File: config.mk
export PLATFORM = sky130hd
export DESIGN_NAME = seq_mult
export DESIGN_NICKNAME = d
export VERILOG_FILES = /design/src/rtl/mult_pkg.sv /design/src/rtl/mult_abs.sv /design/src/rtl/seq_mult.sv
export SDC_FILE = /design/constraint.sdc
export NUM_CORES = 1
export LEC_CHECK = 0
export ABC_AREA = 1
export BUFFER_PORTS_ARGS = -buffer_cell sky130_fd_sc_hd__clkbuf_2
export CORE_MARGIN = 2
export CORE_UTILIZATION = 36
export DETAILED_ROUTE_END_ITERATION = 8
export GPL_ROUTABILITY_DRIVEN = 0
export PLACE_DENSITY = 0.58
export SYNTH_ARGS = -nofsm -noshare
export SYNTH_HDL_FRONTEND = slang
export SYNTH_HIERARCHICAL = 1
export SYNTH_SLANG_ARGS = --single-unit
File: constraint.sdc
create_clock -name clk -period 2.8 [get_ports clk]
set_input_delay 0.56 -clock clk [delete_from_list [all_inputs] [get_ports clk]]
set_output_delay 0.56 -clock clk [all_outputs]
set_load 0.01 [all_outputs]
File: src/rtl/mult_pkg.sv
// rtl/mult_pkg.sv - shared types and sizing helpers for the sequential multiplier
package mult_pkg;

    typedef enum logic [1:0] {
        IDLE = 2'd0,
        RUN  = 2'd1,
        FIX  = 2'd2,
        DONE = 2'd3
    } mult_state_t;

    localparam int MULT_W_DEFAULT = 32;

    // Iteration counter must hold the value WIDTH itself.
    function automatic int count_w(input int width);
        return $clog2(width + 1);
    endfunction

endpackage

File: src/rtl/mult_abs.sv
// rtl/mult_abs.sv - operand conditioning: magnitude and sign of a signed/unsigned value
module mult_abs #(
    parameter int WIDTH = 32
) (
    input  logic [WIDTH-1:0] value_i,
    input  logic             signed_i,
    output logic [WIDTH-1:0] mag_o,
    output logic             neg_o
);

    // The most negative value maps to 2^(WIDTH-1), which still fits unsigned.
    assign neg_o = signed_i & value_i[WIDTH-1];
    assign mag_o = neg_o ? (~value_i + WIDTH'(1)) : value_i;

endmodule

File: src/rtl/seq_mult.sv
// rtl/seq_mult.sv - multi-cycle shift-add multiplier with start/done handshake
module seq_mult
    import mult_pkg::*;
#(
    parameter int WIDTH = MULT_W_DEFAULT
) (
    input  logic               clk,
    input  logic               rst_n,
    input  logic               start_i,
    input  logic               signed_i,
    input  logic [WIDTH-1:0]   mplr_i,
    input  logic [WIDTH-1:0]   mcand_i,
    output logic               busy_o,
    output logic               done_o,
    output logic [2*WIDTH-1:0] prod_o,
    output logic               ovf_o
);

    localparam int CW = count_w(WIDTH);

    mult_state_t        state;
    mult_state_t        next_state;
    logic [2*WIDTH-1:0] acc;
    logic [WIDTH-1:0]   mcand_q;
    logic               neg_q;
    logic               signed_q;
    logic [CW-1:0]      count;
    logic               count_end;

    logic [WIDTH-1:0]   mplr_mag;
    logic [WIDTH-1:0]   mcand_mag;
    logic               mplr_neg;
    logic               mcand_neg;

    logic [WIDTH:0]     sum;
    logic [2*WIDTH-1:0] acc_step;
    logic [2*WIDTH-1:0] prod_next;
    logic [WIDTH:0]     prod_hi;
    logic               ovf_next;

    mult_abs #(.WIDTH(WIDTH)) u_abs_mplr (
        .value_i  (mplr_i),
        .signed_i (signed_i),
        .mag_o    (mplr_mag),
        .neg_o    (mplr_neg)
    );

    mult_abs #(.WIDTH(WIDTH)) u_abs_mcand (
        .value_i  (mcand_i),
        .signed_i (signed_i),
        .mag_o    (mcand_mag),
        .neg_o    (mcand_neg)
    );

    assign count_end = (count == CW'(WIDTH));

    // Carry out of the upper-half add is shifted back in as the new MSB.
    assign sum      = {1'b0, acc[2*WIDTH-1:WIDTH]} + {1'b0, mcand_q};
    assign acc_step = acc[0] ? {sum, acc[WIDTH-1:1]} : {1'b0, acc[2*WIDTH-1:1]};

    assign prod_next = neg_q ? -acc : acc;
    assign prod_hi   = prod_next[2*WIDTH-1:WIDTH-1];
    assign ovf_next  = signed_q ? !((&prod_hi) || !(|prod_hi))
                                : (|prod_next[2*WIDTH-1:WIDTH]);

    always_ff @(posedge clk) begin
        if (!rst_n) begin
            state <= IDLE;
        end else begin
            state <= next_state;
        end
    end

    always_comb begin
        next_state = state;
        case (state)
            IDLE: if (start_i) next_state = RUN;
            RUN:  if (count_end) next_state = FIX;
            FIX:  next_state = DONE;
            DONE: next_state = IDLE;
            default: next_state = IDLE;
        endcase
    end

    always_comb begin
        busy_o = (state != IDLE);
        done_o = (state == DONE);
    end

    always_ff @(posedge clk) begin
        if (!rst_n) begin
            acc      <= '0;
            mcand_q  <= '0;
            neg_q    <= 1'b0;
            signed_q <= 1'b0;
            count    <= '0;
            prod_o   <= '0;
            ovf_o    <= 1'b0;
        end else begin
            case (state)
                IDLE: begin
                    if (start_i) begin
                        acc      <= {{WIDTH{1'b0}}, mplr_mag};
                        mcand_q  <= mcand_mag;
                        neg_q    <= mplr_neg ^ mcand_neg;
                        signed_q <= signed_i;
                        count    <= '0;
                    end
                end
                RUN: begin
                    if (!count_end) begin
                        acc   <= acc_step;
                        count <= count + CW'(1);
                    end
                end
                FIX: begin
                    prod_o <= prod_next;
                    ovf_o  <= ovf_next;
                end
                default: ;
            endcase
        end
    end

endmodule
# --- Word-level counts from Yosys, hierarchy flattened ---
# Cells that the tools add are included.
word_totals:
  register_bits: 171
  latchBits: 0
  ramBits: 0
  rom_bits: 0
  in_bits: 68
  output_inout_bits: 67
  elab_cells: 51
  mem_count: 0
classes:
  addsub: 5
  multipliers: 0
  div: 0
  n_lt_le_gt_ge: 0
  n_eq_ne: 7
  shifts: 0
  mux: 14
  n_bitwise: 5
  reduce_logical: 12
op_table:
  columns: ["cell", "n"]
  rows:
  - ["$mux W64", 4]
  - ["$pmux W64 S2", 1]
  - ["$add A32 B1 Y32 const B", 2]
  - ["$mux W32", 2]
  - ["$neg A64 Y64", 1]
  - ["$not A32 Y32", 2]
  - ["$add A32 B32 Y33", 1]
  - ["$reduce_and A33 Y1", 1]
  - ["$reduce_or A33 Y1", 1]
  - ["$reduce_or A32 Y1", 1]
  - ["$mux W6", 2]
  - ["$pmux W6 S2", 1]
  - ["$pmux W2 S4", 1]
  - ["$add A6 B1 Y6 const B", 1]
  - ["$eq A6 B6 Y1 const B", 1]
  - ["$ne A2 B2 Y1 const B", 3]
  - ["$eq A2 B2 Y1 const B", 2]
  - ["$mux W2", 2]
  - ["$reduce_and A2 Y1", 2]
  - ["$reduce_bool A2 Y1", 2]
  - ["$reduce_and A3 Y1", 1]
  - ["$and A1 B1 Y1", 2]
  - ["$eq A2 B1 Y1 const B", 1]
  - ["$logic_not A1 Y1", 2]
  - ["4 further kinds", 4]

# --- Longest topological paths before layout ---
# Gate-level depths: netlist of the first run.
depth:
  depth_word: 7
  mapped_depth: 19
  ltp_nobuf: 18

# --- Cells and area by module ---
# The synthesis of the first run kept the hierarchy.
by_module_without_submodules:
  columns: ["mod", "n_inst", "cells_each", "area_per_inst_um2", "seq_area_each_um2"]
  rows:
  - ["seq_mult", 1, 1739, 10892.9, 3423.3]
  - ["mult_abs", 2, 227, 1079.8, 0.0]

# --- Least setup slack after synthesis of the first run ---
# No wires, ideal clock.
synth_timing:
  path_type: "register -> register"
  from: "reg acc[32]"
  to: "reg acc[53]"
  t_arrival_ns: 2.266
  required_ns: 2.730
  setup_slack_ns: 0.463
  path_stages_with_launch: 17
  cell_sequence: "dfxtp_1 -> ha_1 -> inv_1 -> fa_1 -> nand3b_1 -> nand2_1 -> a21oi_1 -> o21ai_2 -> nand2_1 -> nand2_1 -> nand2_1 -> nand2_1 -> a21oi_1 -> or2_1 -> nand3_1 -> nand2_1 -> a21oi_1"
synth_between:
  elab_chain_len: 4
synth_lines:
  columns: ["element", "line", "rtl"]
  rows:
  - ["start: declaration", "seq_mult.sv:23", "logic [2*WIDTH-1:0] acc;"]
  - ["start signal: assignment", "seq_mult.sv:103", "acc <= {{WIDTH{1'b0}}, mplr_mag};"]
  - ["start signal: assignment", "seq_mult.sv:112", "acc <= acc_step;"]
  - ["$add A32 B32 Y33", "seq_mult.sv:58", "assign sum = {1'b0, acc[2*WIDTH-1:WIDTH]} + {1'b0, mcand_q};"]
  - ["$mux W64", "seq_mult.sv:59", "assign acc_step = acc[0] ? {sum, acc[WIDTH-1:1]} : {1'b0, acc[2*WIDTH-1:1]};"]
  - ["$mux W64", "seq_mult.sv:111", "if (!count_end) begin"]
  - ["$pmux W64 S2", "seq_mult.sv:100", "case (state)"]
# Every way passes these cells. The select of a mux whose other input is x is not followed.
# A chain may end at the register's enable or synchronous reset.

# --- Final worst setup path of the first run ---
layout_timing:
  from: "reg acc[35]"
  to: "reg acc[54]"
# Same word-level chain as after synthesis.

==> impl_metrics.ini, run 1 <==
[global_route]
grt_antenna_before_repair = 0
grt_pass1_vias = 12886
grt_max_degree = 105
grt.overflow.total = 0
grt_pass1_wl_mm = 68.4
track_usage_pct = 22.6

[floorplan]
coreArea_um2 = 35700
initial_core_util_pct = 36.6
io_pins = 135
die-height_um = 194
dieArea_um2 = 37800
num_rows = 69
die_w_um = 194

[layout]
fin_nets = 2414
syn_to_final_growth_pct = 13.9
stdcell_area_um2 = 14900
drive_gt1_share_pct = 12.7
post-route-util_pct = 41.7
diodes = 0

[job]
cap_violations = 0

[logic_synthesis]
synth_ff_type = dfxtp_1
async_flop_share_pct = 0
syn_nets = 2304
synth_area_leaders = dfxtp_1 26%, nand2_1 18%, nor2_1 11%
yosys_warnings = 6
netlist-cell-type-count = 51
ys_seq_area_share_pct = 26.2
synth-edff-count = 0
ys_ff_latch = 171
synthTopCellsByCount = 642 x nand2_1, 379 x nor2_1, 205 x inv_1, 171 x dfxtp_1, 151 x o21ai_0
syn-cell-area_um2 = 13100
synth_top_cell_by_area = dfxtp_1
postSynthCellCount = 2193
synth_most_common_cell = nand2_1
avgSynthCellArea_um2 = 5.95
synth_top_area_share_pct = 26.2

[clock_network]
htreeDepth = 4
clock_latency_ns = 0.45
clk_path_buf_depth = 2
cts-hold-fix-buffers = 0
clk_pin_slew_worst_paths_ns = 0.07
cts_setup_buffers = 0
post_cts_resized = 0
cts_tree = done
numCtsBuffers = 17
cts_sinks = 171
cts_root_buf = clkbuf_16

[power_and_ir_drop]
total_power_mw = 13.1
power_density_nw_per_um2 = 882
switchingPower_mw = 6.36
cellLeakagePower_nw = 7.06
ir_drop_mv = 0.383
combPwrFrac_pct = 53.1
p_int_mw = 6.75
sw_frac_of_total_pct = 48.5
clkPwrFrac_pct = 18.9
power_frac_seq_pct = 27.9

[sta]
worstMarginPinSlew_ns = 0.641
setup_violations = 0
slew_violations = 0
setup_tns_ns = 0
holdWs_ns = 0.454
skew_ns = 0.0134
slew_headroom_pct = 57.3
fmax_mhz = 388
rsz0062_at_grt = false
period_share_pct = 91.9
period_needed_ns = 2.57
hold_viol = 0

[detailed_routing]
viasPerCell = 5.16
ant_nets = 0
num_vias = 14317
wl_per_cell_um = 15.6
drt-total-wl_mm = 43.2
drc = 10
dr.first_iter.drc_count = 1054
firstDrtPassIters = 7

[setup_path]
r2r_slack_ns = 0.23
critPathCaptureType = flip-flop
reg2reg_depth = 16
arrival_ns = 2.88
start_kind = flip-flop
r2r_start = acc[35]$_SDFFE_PN0P_
required_ns = 3.10
cp-startpoint = acc[35]$_SDFFE_PN0P_
timing.rr.end = acc[54]$_SDFFE_PN0P_
crit_fanout = 7
critPathCapture = acc[54]$_SDFFE_PN0P_
path_class = reg -> reg

[placement]
place_area_um2 = 14300
portBuffers = 134
dp_hpwl_mm = 34.7

[run_status]
violations = design-rule violations
status = finished with violations

[hold_path]
min_path_type = in -> reg
## cells in the final DEF, fill, tap and decap left out, drive strengths merged
cell type    n
nor3b        3
ha          42
nor3        14
o21ai      171
dfxtp      171
a21boi       1
o21a         2
xor2        33
bufinv       3
nor4         3
a22oi        2
o211ai      30
a211oi       2
a21oi      128
xnor2       22
a21o         1
o221ai      13
a221oi       3
nand3b       4
fa           1
nor2       420
buf         32
a31oi       33
o311ai       1
inv        213
clkbuf     155
nand2      663
nand3      100
o31ai        1
clkinv       8
o21bai       1
and2         2
nand4       28
or2          9
## per-layer routing
| metal | wire length, um | vias up | share of wire, % | global-route usage (%) |
|---|---|---|---|---|
| li1 | - | 7304 | - | - |
| met1 | 21500 | 6501 | 50 | 33.3 |
| met2 | 18400 | 470 | 43 | 34.6 |
| met3 | 2750 | 42 | 6.4 | 3.12 |
| met4 | 531 | 0 | 1.2 | 5.13 |
| met5 | 0 | - | 0 | 0 |
## critical path, cell delays in order, from the launching register on
cell     delay, ns
dfxtp_1       0.41
ha_1          0.41
nand2_1       0.10
nor2_1        0.09
nand2_1       0.07
nand3_1       0.11
a21oi_1       0.11
inv_1         0.10
nand2_1       0.05
nand2_1       0.10
inv_1         0.06
o21ai_0       0.35
nand2_1       0.16
nand3_1       0.10
nand3_1       0.07
nand2_1       0.08
a21oi_1       0.05
## sequential cells by signal (all words and copies together), names as in the netlist
signal,flops
acc,64
count,6
mcand_q,32
neg_q,1
ovf_o,1
prod_o,64
signed_q,1
state,2
## stage by stage
| stage | std cells | setup WS (ns) |
|---|---|---|
| after global placement | 2745 | 0.265 |
| after CTS | 2776 | 0.178 |
| after floorplan | 2193 | 0.463 |
| after global routing | 2776 | 0.0155 |
| after detailed placement | 2745 | 0.199 |
| final | 2776 | 0.226 |
## worst min path at each step
stage	startpoint	endpoint	slack, ns	depth (start not counted)
after floorplan	mcand_q[13]$_SDFFE_PN0P_	mcand_q[13]$_SDFFE_PN0P_	0.46	2
after global placement	prod_o[59]$_SDFFE_PN0P_	prod_o[59]$_SDFFE_PN0P_	0.46	2
after detailed placement	prod_o[1]$_SDFFE_PN0P_	prod_o[1]$_SDFFE_PN0P_	0.47	2
after CTS	mplr_i[0]	acc[0]$_SDFFE_PN0P_	0.45	3
after global routing	mplr_i[0]	acc[0]$_SDFFE_PN0P_	0.46	3
final	mplr_i[0]	acc[0]$_SDFFE_PN0P_	0.45	3
## power groups by stage
stage / sequential (mW) / clock [mW] / combinational, mW
6_report: 3.66 / 2.48 / 6.97
5_1_grt: 3.74 / 2.62 / 7.80
4_1_cts: 3.66 / 2.52 / 6.93
3_5_place_dp: 3.71 / 0 / 6.91
3_3_place_gp: 3.69 / 0 / 6.85
2_1_floorplan: 3.62 / 0 / 4.81
## cell type report
class                      count  area [um2]
sequential                   171        3430
clock inverter                10         140
clock buffer                  21         460
fill                        3950       20800
multi-input combinational   1733        8510
inverter                     214         810
timing repair buffer         166         936
tap                          461         577
## logic make-up after synthesis
group	Yosys count	share of synthesized area (%)
compound gates	389	16.9
xor+xnor	55	3.69
fa+ha+maj	43	4.18
buf+inv	289	8.74
flops	171	26.2
simple gates	1246	40.2
Note: power is estimated with default switching activity, not from simulation.
==> run 2: changes to the inputs <==
--- a/config.mk
+++ b/config.mk
@@ -5,13 +5,12 @@
 export SDC_FILE = /design/constraint.sdc
 export NUM_CORES = 1
 export LEC_CHECK = 0
-export ABC_AREA = 1
 export BUFFER_PORTS_ARGS = -buffer_cell sky130_fd_sc_hd__clkbuf_2
 export CORE_MARGIN = 2
 export CORE_UTILIZATION = 36
 export DETAILED_ROUTE_END_ITERATION = 8
 export GPL_ROUTABILITY_DRIVEN = 0
-export PLACE_DENSITY = 0.58
+export PLACE_DENSITY = 0.59
 export SYNTH_ARGS = -nofsm -noshare
 export SYNTH_HDL_FRONTEND = slang
 export SYNTH_HIERARCHICAL = 1
==> run 2 against run 1 <==
Effect of this change: the flow finishes with violations (negative setup slack); power rose by 5.0%; maximum frequency fell by 30%; via count fell by 22%; synthesized cell count fell by 36%; critical endpoint is now ovf_o$_SDFFE_PN0P_.
==> impl_metrics.ini, run 2 <==
[run_status]
status = finished with violations
violations = negative setup slack

[global_route]
track_usage_pct = 20.5
busiest_layer = met2
use_met1_pct = 28.5
grt_max_degree = 89
grt_util_met3_pct = 2.59
grt_pass1_vias = 10095
grtUsageMet2_pct = 33.0
grt_pass1_wl_mm = 52.9
grt_antenna_before_repair = 0
grt.overflow.total = 0

[layout]
multi_input_area_um2 = 7680
final_cell_mix = 221 x buf_4, 162 x dfxtp_1, 148 x nand2_1, 143 x nor2_1, 134 x clkbuf_2
reg_top3 = acc: 64 flops, prod_o: 64 flops, mcand_q: 32 flops
fillers = 3023
seqCellArea_um2 = 3440
diodes = 0
fin_cells = 2102
drive_gt1_share_pct = 30.2
syn_to_final_growth_pct = 34.1
mostFrequentLayoutCell = buf_4
fin_nets = 1804

[logic_synthesis]
netlist-cell-type-count = 74
synth_top_area_share_pct = 31.0
postSynthCellCount = 1396
ys_seq_area_share_pct = 31.0
avgSynthCellArea_um2 = 7.91
syn-cell-area_um2 = 11000
ys_ff_latch = 171
synthTopCellsByCount = 171 x dfxtp_1, 148 x nand2_1, 145 x nor2_1, 133 x a21oi_1, 102 x xor2_1
async_flop_share_pct = 0
yosys_warnings = 6
synth_area_leaders = dfxtp_1 31%, xor2_1 8.1%, a21oi_1 6.0%
synth-edff-count = 0
synth_most_common_cell = dfxtp_1
synth_ff_type = dfxtp_1
syn_nets = 1507
synth_top_cell_by_area = dfxtp_1

[power_and_ir_drop]
cellLeakagePower_nw = 6.16
sw_frac_of_total_pct = 42.9
power_frac_seq_pct = 25.5
p_int_mw = 7.86
ir_drop_mv = 0.603
combPwrFrac_pct = 57.1
power_density_nw_per_um2 = 930
switchingPower_mw = 5.91
clkPwrFrac_pct = 17.4

[detailed_routing]
drc = 0
viasPerCell = 5.29
ant_nets = 0
drt-total-wl_mm = 33.6
firstDrtPassIters = 5
num_vias = 11126
dr.first_iter.drc_count = 815
wl_per_cell_um = 16.0

[floorplan]
die_w_um = 179
initial_core_util_pct = 36.3
dieArea_um2 = 32100
die-height_um = 179
coreArea_um2 = 30400
io_pins = 135
num_rows = 64

[sta]
skew_ns = 0.0161
setup_slack_ns = -0.900
setup_violations = 13
worstMarginPinSlew_ns = 0.574
fmax_mhz = 270
period_share_pct = 132
slew_headroom_pct = 61.7
slew_violations = 0
hold_viol = 0
period_needed_ns = 3.70
rsz0062_at_grt = true

[clock_network]
clock_latency_ns = 0.44
clk_pin_slew_worst_paths_ns = 0.08
cts_tree = done
clk_path_buf_depth = 2
htreeDepth = 4
numCtsBuffers = 17
cts_sinks = 171
cts_root_buf = clkbuf_16

[setup_path]
cp_common_cell = or4_4
timing.rr.end = ovf_o$_SDFFE_PN0P_
path_class = reg -> reg
max_stage_delay_ns = 0.54
r2r_start = acc[20]$_SDFFE_PN0P_
arrival_ns = 4.01
cp_cell_sequence = or4_4, or4b_4, buf_4, or3_4, o31ai_4, xor2_1, nand4_1, or3_1, or4_4, o211ai_1, a21oi_1
start_kind = flip-flop
cpLargestDelayFamily = simple AND/OR/NAND/NOR gates
required_ns = 3.11
r2r_slack_ns = -0.90
crit_fanout = 4
crit_buf_inv = 1
critPathCaptureType = flip-flop
reg2reg_depth = 11
cp_slowest_cell = or4b_4

[job]
cap_violations = 0

[placement]
dp_hpwl_mm = 25.1
post-place-ws_ns = -0.962
portBuffers = 134
dp_cells = 2052

[hold_path]
holdPathEnd = mcand_q[0]$_SDFFE_PN0P_
min_path_type = in -> reg
min_from = mcand_i[0]
worstHoldPathCells = 3
-- run 2: area by class of cell --
class                      count  share of cell area [%]
multi-input combinational   1101                    51.9
sequential                   171                    23.2
timing repair buffer         365                    16.6
tap                          396                    3.35
clock buffer                  18                    2.90
clock inverter                14                    1.07
inverter                      37                   0.955
-- run 2: through the flow --
stage	instance area (um2)	total power, mW	TNS (ns)	hold slack, ns	utilization [%]
2_1_floorplan	11100	7.67	-0.825	0.437	-
3_3_place_gp	13500	10.6	-5.30	0.449	44.4
3_5_place_dp	13500	10.7	-6.41	0.455	44.4
4_1_cts	14500	13.4	-2.23	0.365	47.5
5_1_grt	14800	14.7	-4.46	0.402	48.6
6_report	14800	13.8	-1.92	0.376	48.6
-- run 2: worst max-delay path by stage --
stage	startpoint	end	slack (ns)	depth (start not counted)
after floorplan	acc[20]$_SDFFE_PN0P_	ovf_o$_SDFFE_PN0P_	-0.83	11
after global placement	acc[20]$_SDFFE_PN0P_	ovf_o$_SDFFE_PN0P_	-0.91	9
after detailed placement	acc[20]$_SDFFE_PN0P_	ovf_o$_SDFFE_PN0P_	-0.96	9
after CTS	acc[20]$_SDFFE_PN0P_	ovf_o$_SDFFE_PN0P_	-0.88	11
after global routing	acc[20]$_SDFFE_PN0P_	ovf_o$_SDFFE_PN0P_	-1.05	10
final	acc[20]$_SDFFE_PN0P_	ovf_o$_SDFFE_PN0P_	-0.90	11
-- run 2: worst reg2reg max path, delay by kind of cell, from the launching register on --
kind                      cells  cell delay (ns)
xor gates and xnor gates      1             0.20
DFF                           1             0.32
buffers and inverters         1             0.17
and+or+nand+nor               6             2.43
AOI/OAI and AO/OA             3             0.46
-- run 2: power by group through the flow --
stage                     Combinational [mW]  Clock [mW]  Sequential [mW]
final                                   7.85        2.40             3.51
after global routing                    8.54        2.56             3.60
after CTS                               7.47        2.44             3.51
after detailed placement                7.15           0             3.55
after global placement                  7.08           0             3.54
after floorplan                         3.98           0             3.69
-- run 2: logic make-up after synthesis --
family,share of synthesized area (%)
buffers and inverters,5.04
adder cells (fa/ha/maj),4.94
AO/OA/AOI/OAI,23.1
flip-flops,31.0
multiplexers,2.40
XOR/XNOR,11.8
AND/OR/NAND/NOR,21.7
-- run 2: per-layer routing --
layer / vias up / share of wire [%]
met2: 304 / 45
met5: - / 0
met4: 0 / 1.8
met3: 38 / 5.3
li1: 5670 / -
met1: 5114 / 48
-- run 2: timing repair --
| item | in CTS | in global routing |
|---|---|---|
| gates resized for setup | 61 | 57 |
| gates cloned | 1 | 0 |
| pin swaps | 39 | 50 |
| endpoints found under the setup margin | 35 | 42 |
| hold buffers | 0 | 0 |
| setup buffers | 11 | 10 |
==> run 3: changes to the inputs <==
--- a/config.mk
+++ b/config.mk
@@ -11,6 +11,7 @@
 export DETAILED_ROUTE_END_ITERATION = 8
 export GPL_ROUTABILITY_DRIVEN = 0
 export PLACE_DENSITY = 0.59
+export RECOVER_POWER = 50
 export SYNTH_ARGS = -nofsm -noshare
 export SYNTH_HDL_FRONTEND = slang
 export SYNTH_HIERARCHICAL = 1
==> constraint.sdc (replaced) <==
create_clock -name clk -period 4.67 [get_ports clk]
set_input_delay 0.934 -clock clk [delete_from_list [all_inputs] [get_ports clk]]
set_output_delay 0.934 -clock clk [all_outputs]
set_load 0.01 [all_outputs]
==> run 3 against run 2 <==
Effect of this change: the flow finishes with violations (max-capacitance violations, max-slew violations); sequential cell count unchanged; die area stayed put; first-iteration DRC count down 8.8%; sequential power is 36% lower; power fell by 49%; combinational power is 58% lower; via count is 6.7% lower; critical path type unchanged; critical endpoint unchanged.
==> impl_metrics.ini, run 3 (same netlist as run 2, synthesis figures left out) <==
[run_status]
status = finished with violations
violations = max-capacitance violations, max-slew violations

[floorplan]
coreArea_um2 = 30400
dieArea_um2 = 32100
initial_core_util_pct = 36.3
io_pins = 135
die-height_um = 179
num_rows = 64
die_w_um = 179

[setup_path]
r2r_start = acc[17]$_SDFFE_PN0P_
cp-startpoint = acc[17]$_SDFFE_PN0P_
required_ns = 4.98
timing.rr.end = ovf_o$_SDFFE_PN0P_
crit_fanout = 11
arrival_ns = 4.42
start_kind = flip-flop
r2r_slack_ns = 0.56
reg2reg_depth = 10
path_class = reg -> reg
critPathCaptureType = flip-flop

[sta]
setup_slack_ns = 0.558
fmax_mhz = 243
slew_headroom_pct = -89.3
setup_violations = 0
rsz0062_at_grt = false
setup_tns_ns = 0
hold_viol = 0
period_needed_ns = 4.11
period_share_pct = 88.0
worstMarginPinSlew_ns = 2.84
holdWs_ns = 0.461
slew_violations = 83
skew_ns = 0.0184

[power_and_ir_drop]
combPwrFrac_pct = 46.9
total_power_mw = 6.99
cellLeakagePower_nw = 4.77
p_int_mw = 3.85
clkPwrFrac_pct = 21.2
switchingPower_mw = 3.14
power_frac_seq_pct = 32.0
ir_drop_mv = 0.311
sw_frac_of_total_pct = 44.9
power_density_nw_per_um2 = 560

[hold_path]
holdPathEnd = mcand_q[7]$_SDFFE_PN0P_
min_from = mcand_q[7]$_SDFFE_PN0P_
worstHoldPathCells = 2
min_path_type = reg -> reg

[layout]
seqCellArea_um2 = 3420
mostFrequentLayoutCell = dfxtp_1
fin_cells = 1894
final_cell_mix = 170 x dfxtp_1, 148 x nand2_1, 144 x nor2_1, 133 x a21oi_1, 102 x xor2_1
reg_top3 = acc: 64 flops, prod_o: 64 flops, mcand_q: 32 flops
fillers = 3205
syn_to_final_growth_pct = 12.9
drive_gt1_share_pct = 10.3
fin_nets = 1595
stdcell_area_um2 = 12500
post-route-util_pct = 41.0
multi_input_area_um2 = 7050

[clock_network]
cts-hold-fix-buffers = 0
clk_pin_slew_worst_paths_ns = 0.07
cts_sinks = 171
cts_setup_buffers = 0
post_cts_resized = 0
cts_tree = done
cts_root_buf = clkbuf_16
clk_path_buf_depth = 2
numCtsBuffers = 17
htreeDepth = 4
clock_latency_ns = 0.45

[placement]
place_area_um2 = 12000
post-place-ws_ns = 0.631
dp_hpwl_mm = 23.2
dp_cells = 1861
portBuffers = 134

[detailed_routing]
dr.first_iter.drc_count = 743
drt-total-wl_mm = 31.7
firstDrtPassIters = 5
ant_nets = 0
wl_per_cell_um = 16.7
drc = 0
num_vias = 10382
viasPerCell = 5.48

[global_route]
grt_pass1_vias = 9189
grt.overflow.total = 0
grt_pass1_wl_mm = 49.7
track_usage_pct = 19.4
grt_antenna_before_repair = 1
grt_max_degree = 89

[job]
cap_violations = 1
==> run 3: area by class of cell <==
cell class	instances	share of cell area [%]
inverter	37	1.13
antenna	1	0.0201
clock inverter	11	1.08
tap	396	3.97
sequential	171	27.5
timing repair buffer	157	6.07
clock buffer	21	3.69
multi-input combinational	1100	56.6
==> run 3: worst max path at each step <==
stage / to / slack [ns]
final: ovf_o$_SDFFE_PN0P_ / 0.56
after global routing: prod_o[58]$_SDFFE_PN0P_ / 0.23
after CTS: ovf_o$_SDFFE_PN0P_ / 0.60
after detailed placement: ovf_o$_SDFFE_PN0P_ / 0.63
after global placement: ovf_o$_SDFFE_PN0P_ / 0.64
after floorplan: ovf_o$_SDFFE_PN0P_ / 0.92
==> run 3: power groups by stage <==
stage | Sequential [mW] | Clock [mW] | Combinational, mW
6_report | 2.23 | 1.48 | 3.28
5_1_grt | 2.29 | 1.56 | 3.63
3_5_place_dp | 2.26 | 0 | 3.31
3_3_place_gp | 2.26 | 0 | 3.31
2_1_floorplan | 2.21 | 0 | 2.36
4_1_cts | 2.23 | 1.50 | 3.33
==> run 3: layer usage <==
metal | routed length, um | part of all wire [%] | GRT usage [%] | up-vias
li1 | - | - | - | 5236
met5 | 0 | 0 | 0 | -
met3 | 1910 | 6.0 | 2.95 | 42
met2 | 13400 | 42 | 29.1 | 312
met1 | 15800 | 50 | 28.5 | 4792
met4 | 605 | 1.9 | 6.01 | 0
==> run 3: critical path: stages (launching register included) <==
cell and delay [ns]:
dfxtp_1 0.37, or4_4 0.59, or4b_4 0.59, or3_4 0.47, o41ai_4 0.37, xor2_1 0.33, nand4_1 0.12, or3_1 0.33
or4_1 0.50, o211ai_1 0.19, a21oi_1 0.11
